===== src/rtl/host_mem_ctrl.sv =====
// Host-side command sequencer for the 4-thread core: converts level-based software
// registers into single write strobes and timed reads on the IMEM/DMEM ports, and gates core run.
module host_mem_ctrl #(
    parameter int ADDR_W = 11,
    parameter int DATA_W = 32,
    parameter int RD_LAT = 1
) (
    input  logic              clk,
    input  logic              sys_rstb,
    input  logic [31:0]       sw_mem_addr,
    input  logic [31:0]       sw_mem_wdata,
    input  logic [31:0]       sw_mem_cmd,
    input  logic [31:0]       sw_run,
    output logic              core_rstb,
    output logic [ADDR_W-1:0] imem_addr,
    output logic              imem_wen,
    output logic [DATA_W-1:0] imem_wdata,
    input  logic [DATA_W-1:0] imem_rdata,
    output logic [ADDR_W-1:0] dmem_addr,
    output logic              dmem_wen,
    output logic [DATA_W-1:0] dmem_wdata,
    input  logic [DATA_W-1:0] dmem_rdata,
    output logic [31:0]       hw_mem_rdata,
    output logic [31:0]       hw_status
);

    typedef enum logic [2:0] {IDLE, WR, RD, DONE, ERR} state_t;

    localparam logic [1:0] RD_LAST = 2'(RD_LAT);

    state_t      state;
    logic        cmd_prev;
    logic        run_q;
    logic        sel_dmem;
    logic        busy;
    logic        done;
    logic        error;
    logic [1:0]  rd_cnt;
    logic [15:0] wr_count;

    logic        cmd_nz;
    logic        accept;
    logic        is_iwr;
    logic        is_ird;
    logic        is_dwr;
    logic        is_drd;
    logic        unused_bits;

    function automatic logic [15:0] sat_inc(input logic [15:0] v);
        return (v == 16'hFFFF) ? v : v + 16'd1;
    endfunction

    assign cmd_nz = |sw_mem_cmd;
    assign is_iwr = (sw_mem_cmd == 32'd1);
    assign is_ird = (sw_mem_cmd == 32'd2);
    assign is_dwr = (sw_mem_cmd == 32'd3);
    assign is_drd = (sw_mem_cmd == 32'd4);
    // Only a 0 -> nonzero edge on the command register starts a transaction.
    assign accept = (state == IDLE) && cmd_nz && !cmd_prev;

    assign core_rstb   = run_q && (state == IDLE);
    assign hw_status   = {wr_count, 12'd0, core_rstb, error, done, busy};
    assign unused_bits = ^{sw_run[31:1], sw_mem_addr[31:ADDR_W]};

    always_ff @(posedge clk or negedge sys_rstb) begin
        if (!sys_rstb) begin
            state        <= IDLE;
            cmd_prev     <= 1'b0;
            run_q        <= 1'b0;
            sel_dmem     <= 1'b0;
            busy         <= 1'b0;
            done         <= 1'b0;
            error        <= 1'b0;
            rd_cnt       <= 2'd0;
            wr_count     <= 16'd0;
            imem_addr    <= '0;
            imem_wen     <= 1'b0;
            imem_wdata   <= '0;
            dmem_addr    <= '0;
            dmem_wen     <= 1'b0;
            dmem_wdata   <= '0;
            hw_mem_rdata <= 32'd0;
        end else begin
            cmd_prev <= cmd_nz;
            run_q    <= sw_run[0];
            imem_wen <= 1'b0;
            dmem_wen <= 1'b0;
            case (state)
                IDLE: begin
                    if (accept) begin
                        error  <= 1'b0;
                        done   <= 1'b0;
                        rd_cnt <= 2'd0;
                        // A running core owns the memories, so any command then is rejected.
                        if (core_rstb || !(is_iwr || is_ird || is_dwr || is_drd)) begin
                            error <= 1'b1;
                            state <= ERR;
                        end else begin
                            busy     <= 1'b1;
                            sel_dmem <= is_dwr || is_drd;
                            if (is_iwr || is_ird) begin
                                imem_addr <= sw_mem_addr[ADDR_W-1:0];
                            end else begin
                                dmem_addr <= sw_mem_addr[ADDR_W-1:0];
                            end
                            if (is_iwr) begin
                                imem_wen   <= 1'b1;
                                imem_wdata <= DATA_W'(sw_mem_wdata);
                            end
                            if (is_dwr) begin
                                dmem_wen   <= 1'b1;
                                dmem_wdata <= DATA_W'(sw_mem_wdata);
                            end
                            state <= (is_iwr || is_dwr) ? WR : RD;
                        end
                    end
                end
                WR: begin
                    wr_count   <= sat_inc(wr_count);
                    imem_addr  <= '0;
                    imem_wdata <= '0;
                    dmem_addr  <= '0;
                    dmem_wdata <= '0;
                    busy       <= 1'b0;
                    done       <= 1'b1;
                    state      <= DONE;
                end
                RD: begin
                    // Address is held for RD_LAT+1 cycles so the memory output settles before capture.
                    if (rd_cnt == RD_LAST) begin
                        hw_mem_rdata <= sel_dmem ? 32'(dmem_rdata) : 32'(imem_rdata);
                        imem_addr    <= '0;
                        dmem_addr    <= '0;
                        busy         <= 1'b0;
                        done         <= 1'b1;
                        state        <= DONE;
                    end else begin
                        rd_cnt <= rd_cnt + 2'd1;
                    end
                end
                DONE: begin
                    if (!cmd_nz) begin
                        done  <= 1'b0;
                        state <= IDLE;
                    end
                end
                ERR: begin
                    if (!cmd_nz) begin
                        state <= IDLE;
                    end
                end
                default: state <= IDLE;
            endcase
        end
    end

endmodule

===== config.mk =====
export PLATFORM = sky130hd
export DESIGN_NAME = host_mem_ctrl
export DESIGN_NICKNAME = d
export VERILOG_FILES = /design/src/rtl/host_mem_ctrl.sv
export SDC_FILE = /design/constraint.sdc
export NUM_CORES = 1
export LEC_CHECK = 0
export CORE_ASPECT_RATIO = 1.75
export CORE_MARGIN = 4
export CORE_UTILIZATION = 40
export DETAILED_ROUTE_END_ITERATION = 10
export PLACE_DENSITY = 0.81
export SLEW_MARGIN = 15
export SYNTH_ARGS = -nofsm -noshare
export SYNTH_HDL_FRONTEND = slang
export SYNTH_SLANG_ARGS = --single-unit
export TNS_END_PERCENT = 30

===== constraint.sdc =====
create_clock -name clk -period 2.45 [get_ports clk]
set_input_delay 0.735 -clock clk [delete_from_list [all_inputs] [get_ports clk]]
set_output_delay 0.735 -clock clk [all_outputs]
set_load 0.05 [all_outputs]

==> metrics, run 1 <==
status=finished clean; Clock Skews=0.0126 ns; post-synth top area share=54.4%; largest net degree at the start of global routing=65; Synth Register Bits=147; Pwr Density=497 nW/µm²; Core Box Area=16500 µm²; worst path bufs/invs=1; DP Worst Slack=-0.618 ns; initial antenna violation count=1; combinational fraction of design power=7.7%; Inst Count DP=1077; Unique masters post-synth=53; die width=106 µm; normalized max-slew margin=51.6%; worst r2r path cells=8; Leakage=0.00472 µW; FF-to-FF setup slack=0.21 ns; die footprint=19100 µm²; drt pass-1 iters=5; Post-DP HPWL=15.3 mm; fin crit share=97.9%; Rows=62; Final Hold Fails=0; Max Buffers Root-to-Sink=2; via count=5615; first-pass GRT wire length=32.1 mm; num ports=347; DRC=0; CTS Hold Buffers Added=0; Syn Area/Cell=11.9 µm²; critical path peak fanout=4; ys async rst share=100%; top_reg_cell synth=dfrtp_1; crit path cell chain=clkdlybuf4s50_1; post-synthesis instance area=6770 µm²; synth cell count leaders=dfrtp_1, nor2_1, mux2i_1, a22o_1, a21oi_1; vias in the first global route=5925; total gr overflow=0; H-Tree Depth=4; origin of the worst setup path=wr_count[12]$_DFFE_PN0P_; Top Usage Layer GRT=met2; share of power burned in registers=45.9%; clk slew on worst S/H paths=0.07 ns; TritonCTS clock tree=yes; root buf cell=clkbuf_16; worst endpoint required time=1.71 ns; fin cells=1113; kind of critical path=reg -> out; hold slack=0.292 ns; EDFF count, synth=0; wire per inst=18.7 µm; CP endpoint=hw_status[28]; CP Launch Type=flip-flop; Worst-Skew Late Latency=0.42 ns; cell with the largest stage delay on the worst path=clkdlybuf4s50_1; clock power share=46.5%; Pint=4130 µW; Max Cap Viol=0; Critical Path Sink Type=primary output; All-Layer GR Usage=21.4%; worst path arrival time=1.66 ns; final setup vio count=0; Slew @ Worst Pin=0.715 ns; initial DRC count=239; Peak VDD IR=0.329 mV; Final GP Congestion=0.836; buffers added on ports=282; drt total wl=20.8 mm; M2 GR Usage=38.9%; Crit. path cell count=1; Fmax achieved=417 MHz; synthesis warning total=0; r2r startpoint=rd_cnt[1]$_DFFE_PN0P_; count leader, synth=dfrtp_1; layout cells sized above 1=14.6%; Synth area leader=dfrtp_1; final worst slack=0.0520 ns; nets=1071; Final Cell Area=10700 µm²; largest stage delay on the critical path=0.84 ns; GR met3 Demand/Resource=4.98%; total power draw=5300 µW; Sw Pwr=1170 µW; met1 Use GR=23.6%; Clock Sinks=147; total CTS buffers=17; final antenna-violating net count=0; largest cells by area after synthesis=dfrtp_1, mux2i_1, a22o_1; kind of cell adding the most delay to the critical path=buffers and inverters; register area share after synthesis=54.4%; minimum clock period=2.40 ns; Worst R2R End=dmem_addr[1]$_DFFE_PN0P_; Initial Utilization=41.0%; Avg Vias per Cell=5.04; Layout area overhead=57.5%; Die Height=180 µm; sw frac=22.0%; Min-Delay Path Class=in -> async; Synth Instances=571; Post-DP Area=9970 µm²; Max Slew Vio Count=0
-- layout by cell type, fill, tap and decap left out, types with 3 or more instances in the layout --
| master | count |
|---|---|
| nand2_1 | 28 |
| mux2_4 | 21 |
| mux2i_1 | 50 |
| xor2_1 | 8 |
| nor3_1 | 10 |
| a22o_1 | 49 |
| clkdlybuf4s15_1 | 4 |
| clkbuf_8 | 3 |
| nand4_1 | 4 |
| clkbuf_2 | 3 |
| nor4_4 | 4 |
| a21o_1 | 4 |
| o21ai_0 | 20 |
| and4_1 | 3 |
| dlygate4sd2_1 | 19 |
| clkdlybuf4s50_1 | 238 |
| nand3_1 | 7 |
| nor4_1 | 3 |
| nor3_2 | 5 |
| buf_6 | 3 |
| nor2_2 | 4 |
| clkbuf_1 | 4 |
| dlymetal6s2s_1 | 12 |
| conb_1 | 12 |
| nor2_1 | 48 |
| clkinv_2 | 3 |
| a21oi_1 | 36 |
| dfrtp_1 | 146 |
| clkbuf_16 | 18 |
| and2_1 | 12 |
| buf_4 | 34 |
| buf_12 | 8 |
| xnor2_1 | 8 |
| inv_1 | 10 |
| nor4_2 | 5 |
-- cell type report --
| class | count | area (µm²) |
|---|---|---|
| antenna | 1 | 2.50 |
| clock buffer | 24 | 482 |
| clock inverter | 8 | 77.6 |
| fill | 1328 | 5860 |
| inverter | 10 | 37.5 |
| multi-input combinational | 376 | 2840 |
| sequential | 147 | 3680 |
| tap | 224 | 280 |
| timing repair buffer | 323 | 3260 |
-- per-layer routing --
metal,up-vias,wire length [µm]
li1,2621,-
met1,2744,7590
met2,219,11500
met3,31,1190
met4,0,580
met5,-,0
-- cells by family after synthesis --
group | after synthesis | synth area share [%]
and+or+nand+nor | 148 | 12.1
DFF | 147 | 54.4
AOI/OAI and AO/OA | 123 | 13.1
muxes | 75 | 12.7
buffers and inverters | 59 | 5.34
xor gates and xnor gates | 16 | 2.07
adders and majority gates | 2 | 0.370
other | 1 | 0.0554
-- timing repair --
action | 4_1_cts | 5_1_grt
gates cloned | 1 | 1
setup buffers | 0 | 1
endpoints found under the setup margin | 26 | 30
gates resized for setup | 34 | 29
pin swaps | 9 | 10
-- power groups by stage --
stage,Sequential (µW),Combinational (µW),Clock [µW]
final,2430,406,2460
after global routing,2430,436,2630
after CTS,2430,409,2530
after detailed placement,2470,417,0
after global placement,2470,409,0
after floorplan,2470,109,0
-- state kept, by name (all words and copies together), names as in the netlist --
| register | flops |
|---|---|
| imem_addr | 11 |
| dmem_wdata | 32 |
| cmd_prev | 1 |
| run_q | 1 |
| dmem_addr | 11 |
| sel_dmem | 1 |
| imem_wen | 1 |
| busy | 1 |
| wr_count | 16 |
| error | 1 |
| state | 3 |
| rd_cnt | 2 |
| dmem_wen | 1 |
| imem_wdata | 32 |
| done | 1 |
| hw_mem_rdata | 32 |
-- per-stage QoR --
stage	setup TNS [ns]	utilization, %
floorplan	0	-
global placement	-35.48	60.3
detailed placement	-36.13	60.3
CTS	0	63.9
global route	-0.680	64.5
finish	0	64.5
-- worst min-delay path by stage --
| stage | end | slack [ns] | cells past startpoint |
|---|---|---|---|
| after detailed placement | imem_wdata[25]$_DFFE_PN0P_ | 0.48 | 1 |
| after global placement | imem_wdata[28]$_DFFE_PN0P_ | 0.48 | 1 |
| after CTS | imem_wdata[9]$_DFFE_PN0P_ | 0.31 | 1 |
| final | dmem_wdata[14]$_DFFE_PN0P_ | 0.29 | 1 |
| after global routing | wr_count[5]$_DFFE_PN0P_ | 0.32 | 1 |
| after floorplan | busy$_DFFE_PN0P_ | 0.44 | 0 |
Note: power is estimated with default switching activity, not from simulation.
==> inputs of run 2 (changes only) <==
--- a/config.mk
+++ b/config.mk
@@ -5,12 +5,14 @@
 export SDC_FILE = /design/constraint.sdc
 export NUM_CORES = 1
 export LEC_CHECK = 0
+export CELL_PAD_IN_SITES_DETAIL_PLACEMENT = 0
+export CELL_PAD_IN_SITES_GLOBAL_PLACEMENT = 2
 export CORE_ASPECT_RATIO = 1.75
 export CORE_MARGIN = 4
-export CORE_UTILIZATION = 40
+export CORE_UTILIZATION = 24
 export DETAILED_ROUTE_END_ITERATION = 10
-export PLACE_DENSITY = 0.81
-export SLEW_MARGIN = 15
+export PLACE_DENSITY_LB_ADDON = 0.1
+export SKIP_LAST_GASP = 1
 export SYNTH_ARGS = -nofsm -noshare
 export SYNTH_HDL_FRONTEND = slang
 export SYNTH_SLANG_ARGS = --single-unit
==> run 2 against run 1 <==
  * Final cell count up 14%
  * Hold slack worse by 0.054 ns
  * First-iteration DRC count down 35%
  * Flip-flop and latch count unchanged
  * Critical path depth unchanged
  * Combinational power up 3%
  * Setup slack worse by 0.043 ns
  * Critical path type unchanged
  * Utilization down 25 points
  * Highest routed layer unchanged
  * Sequential share of layout area down 1.0 points
  * Via count down 0.68%
  * Sequential power about the same
==> metrics, run 2 (synthesis gave the netlist of run 1 again) <==
total CTS buffers=17; Final Hold Fails=0; fin cells=1264; largest net degree at the start of global routing=65; commonest non-fill, non-tap cell in the layout=clkdlybuf4s50_1; TritonCTS clock tree=yes; worst path bufs/invs=1; cell with the largest stage delay on the worst path=clkdlybuf4s50_1; Clock Skews=0.00709 ns; fin crit share=99.6%; largest stage delay on the critical path=0.84 ns; CP Launch Type=flip-flop; drt pass-1 iters=4; normalized max-slew margin=59.3%; wire per inst=18.2 µm; Max Slew Vio Count=0; most frequent cells in the layout=clkdlybuf4s50_1, dfrtp_1, nor2_1, mux2i_1, a22o_1; root buf cell=clkbuf_16; Clock Sinks=147; via count=5577; nets=1072; worst r2r path cells=8; buffers added on ports=282; Min-Delay Path Class=in -> async; final antenna-violating net count=0; Crit. path cell count=1; Worst-Skew Late Latency=0.43 ns; Leakage=0.00475 µW; Fmax achieved=410 MHz; Layout area overhead=62.3%; minimum clock period=2.44 ns; Max Buffers Root-to-Sink=2; kind of critical path=reg -> out; worst endpoint required time=1.71 ns; All-Layer GR Usage=14.8%; status=finished clean; total gr overflow=0; RSZ-0062 raised after global routing=yes; vias in the first global route=5979; clk slew on worst S/H paths=0.06 ns; critical path peak fanout=6; Avg Vias per Cell=4.41; worst path arrival time=1.71 ns; Pwr Density=559 nW/µm²; Slew @ Worst Pin=0.609 ns; largest registers=dmem_wdata x32, hw_mem_rdata x32, imem_wdata x32; layout cells sized above 1=14.7%; Die Height=230 µm; total power draw=6130 µW; kind of cell adding the most delay to the critical path=buffers and inverters; first-pass GRT wire length=35.3 mm; DRC=0; initial DRC count=155; Max Cap Viol=0; H-Tree Depth=4; Critical Path Sink Type=primary output; die footprint=31000 µm²; die width=135 µm; final setup vio count=0; Final GP Congestion=0.761; Rows=81; Peak VDD IR=0.436 mV; num ports=347; Inst Count DP=1227; Core Box Area=27900 µm²; Post-DP HPWL=17.3 mm; crit path cell chain=clkdlybuf4s50_1; Initial Utilization=24.3%; drt total wl=23.0 mm; initial antenna violation count=2
[run 2: changes by cell type in the layout (fill, tap and decap cells not counted), sizes merged]
cell	previous run	this run
buf	46	51
bufinv	1	9
clkbuf	28	18
clkdlybuf4s15	4	1
clkdlybuf4s50	238	245
clkinv	5	3
clkinvlp	2	1
diode	1	2
dlygate4sd2	19	15
inv	10	11
[run 2: path summary, 6_finish.rpt]
path / slack, ns / end / startpoint
setup / recovery: 0.009 / hw_status[23] / wr_count[7]$_DFFE_PN0P_
min in group clk: 0.49 / imem_addr[10]$_DFFE_PN0P_ / imem_addr[10]$_DFFE_PN0P_
setup reg to reg: 0.21 / dmem_addr[7]$_DFFE_PN0P_ / rd_cnt[1]$_DFFE_PN0P_
hold / removal: 0.24 / imem_addr[7]$_DFFE_PN0P_ / sys_rstb
max in group asynchronous: 1.56 / hw_mem_rdata[23]$_DFFE_PN0P_ / sys_rstb
hold reg to reg: 0.49 / imem_addr[10]$_DFFE_PN0P_ / imem_addr[10]$_DFFE_PN0P_
[run 2: layer usage]
layer  GRT usage, %  share of wire (%)
met2           26.4                 53
met3           3.85                6.0
met1           16.2                 38
met4           7.01                3.1
met5              0                  0
[run 2: through the flow]
stage	cell area (µm²)	hold slack [ns]	util (%)	TNS (ns)	setup WS [ns]
global route	11000	0.256	39.4	-0.318	-0.0512
CTS	10900	0.236	39.1	-0.112	-0.0370
global placement	10100	0.482	36.3	-37.65	-0.622
detailed placement	10100	0.480	36.3	-39.76	-0.633
finish	11000	0.238	39.4	0	0.00930
floorplan	6810	0.439	-	0	0.00774
[run 2: what timing repair did]
item | in CTS | in global routing
pin swaps | 9 | 10
hold buffers | 0 | 0
setup buffers | 3 | 0
setup endpoints to repair | 30 | 46
resized for setup | 21 | 20
[run 2: report_power, final]
part,total [µW],internal (µW),switching (µW),leakage (µW)
combinational,417,233,185,0.00261
clock,3290,2220,1070,0.000355
sequential,2430,2430,1.02,0.00178
total,6130,4880,1260,0.00475
[run 2: cell type report]
cell class	instances	area [µm²]
fillers	2705	16900
flip-flops and latches	147	3680
repair buffers	324	3220
multi-input cells	376	2840
well taps	373	467
clock buffers	18	429
clock inverters	14	305
inverters	10	37.5
diodes	2	5.00
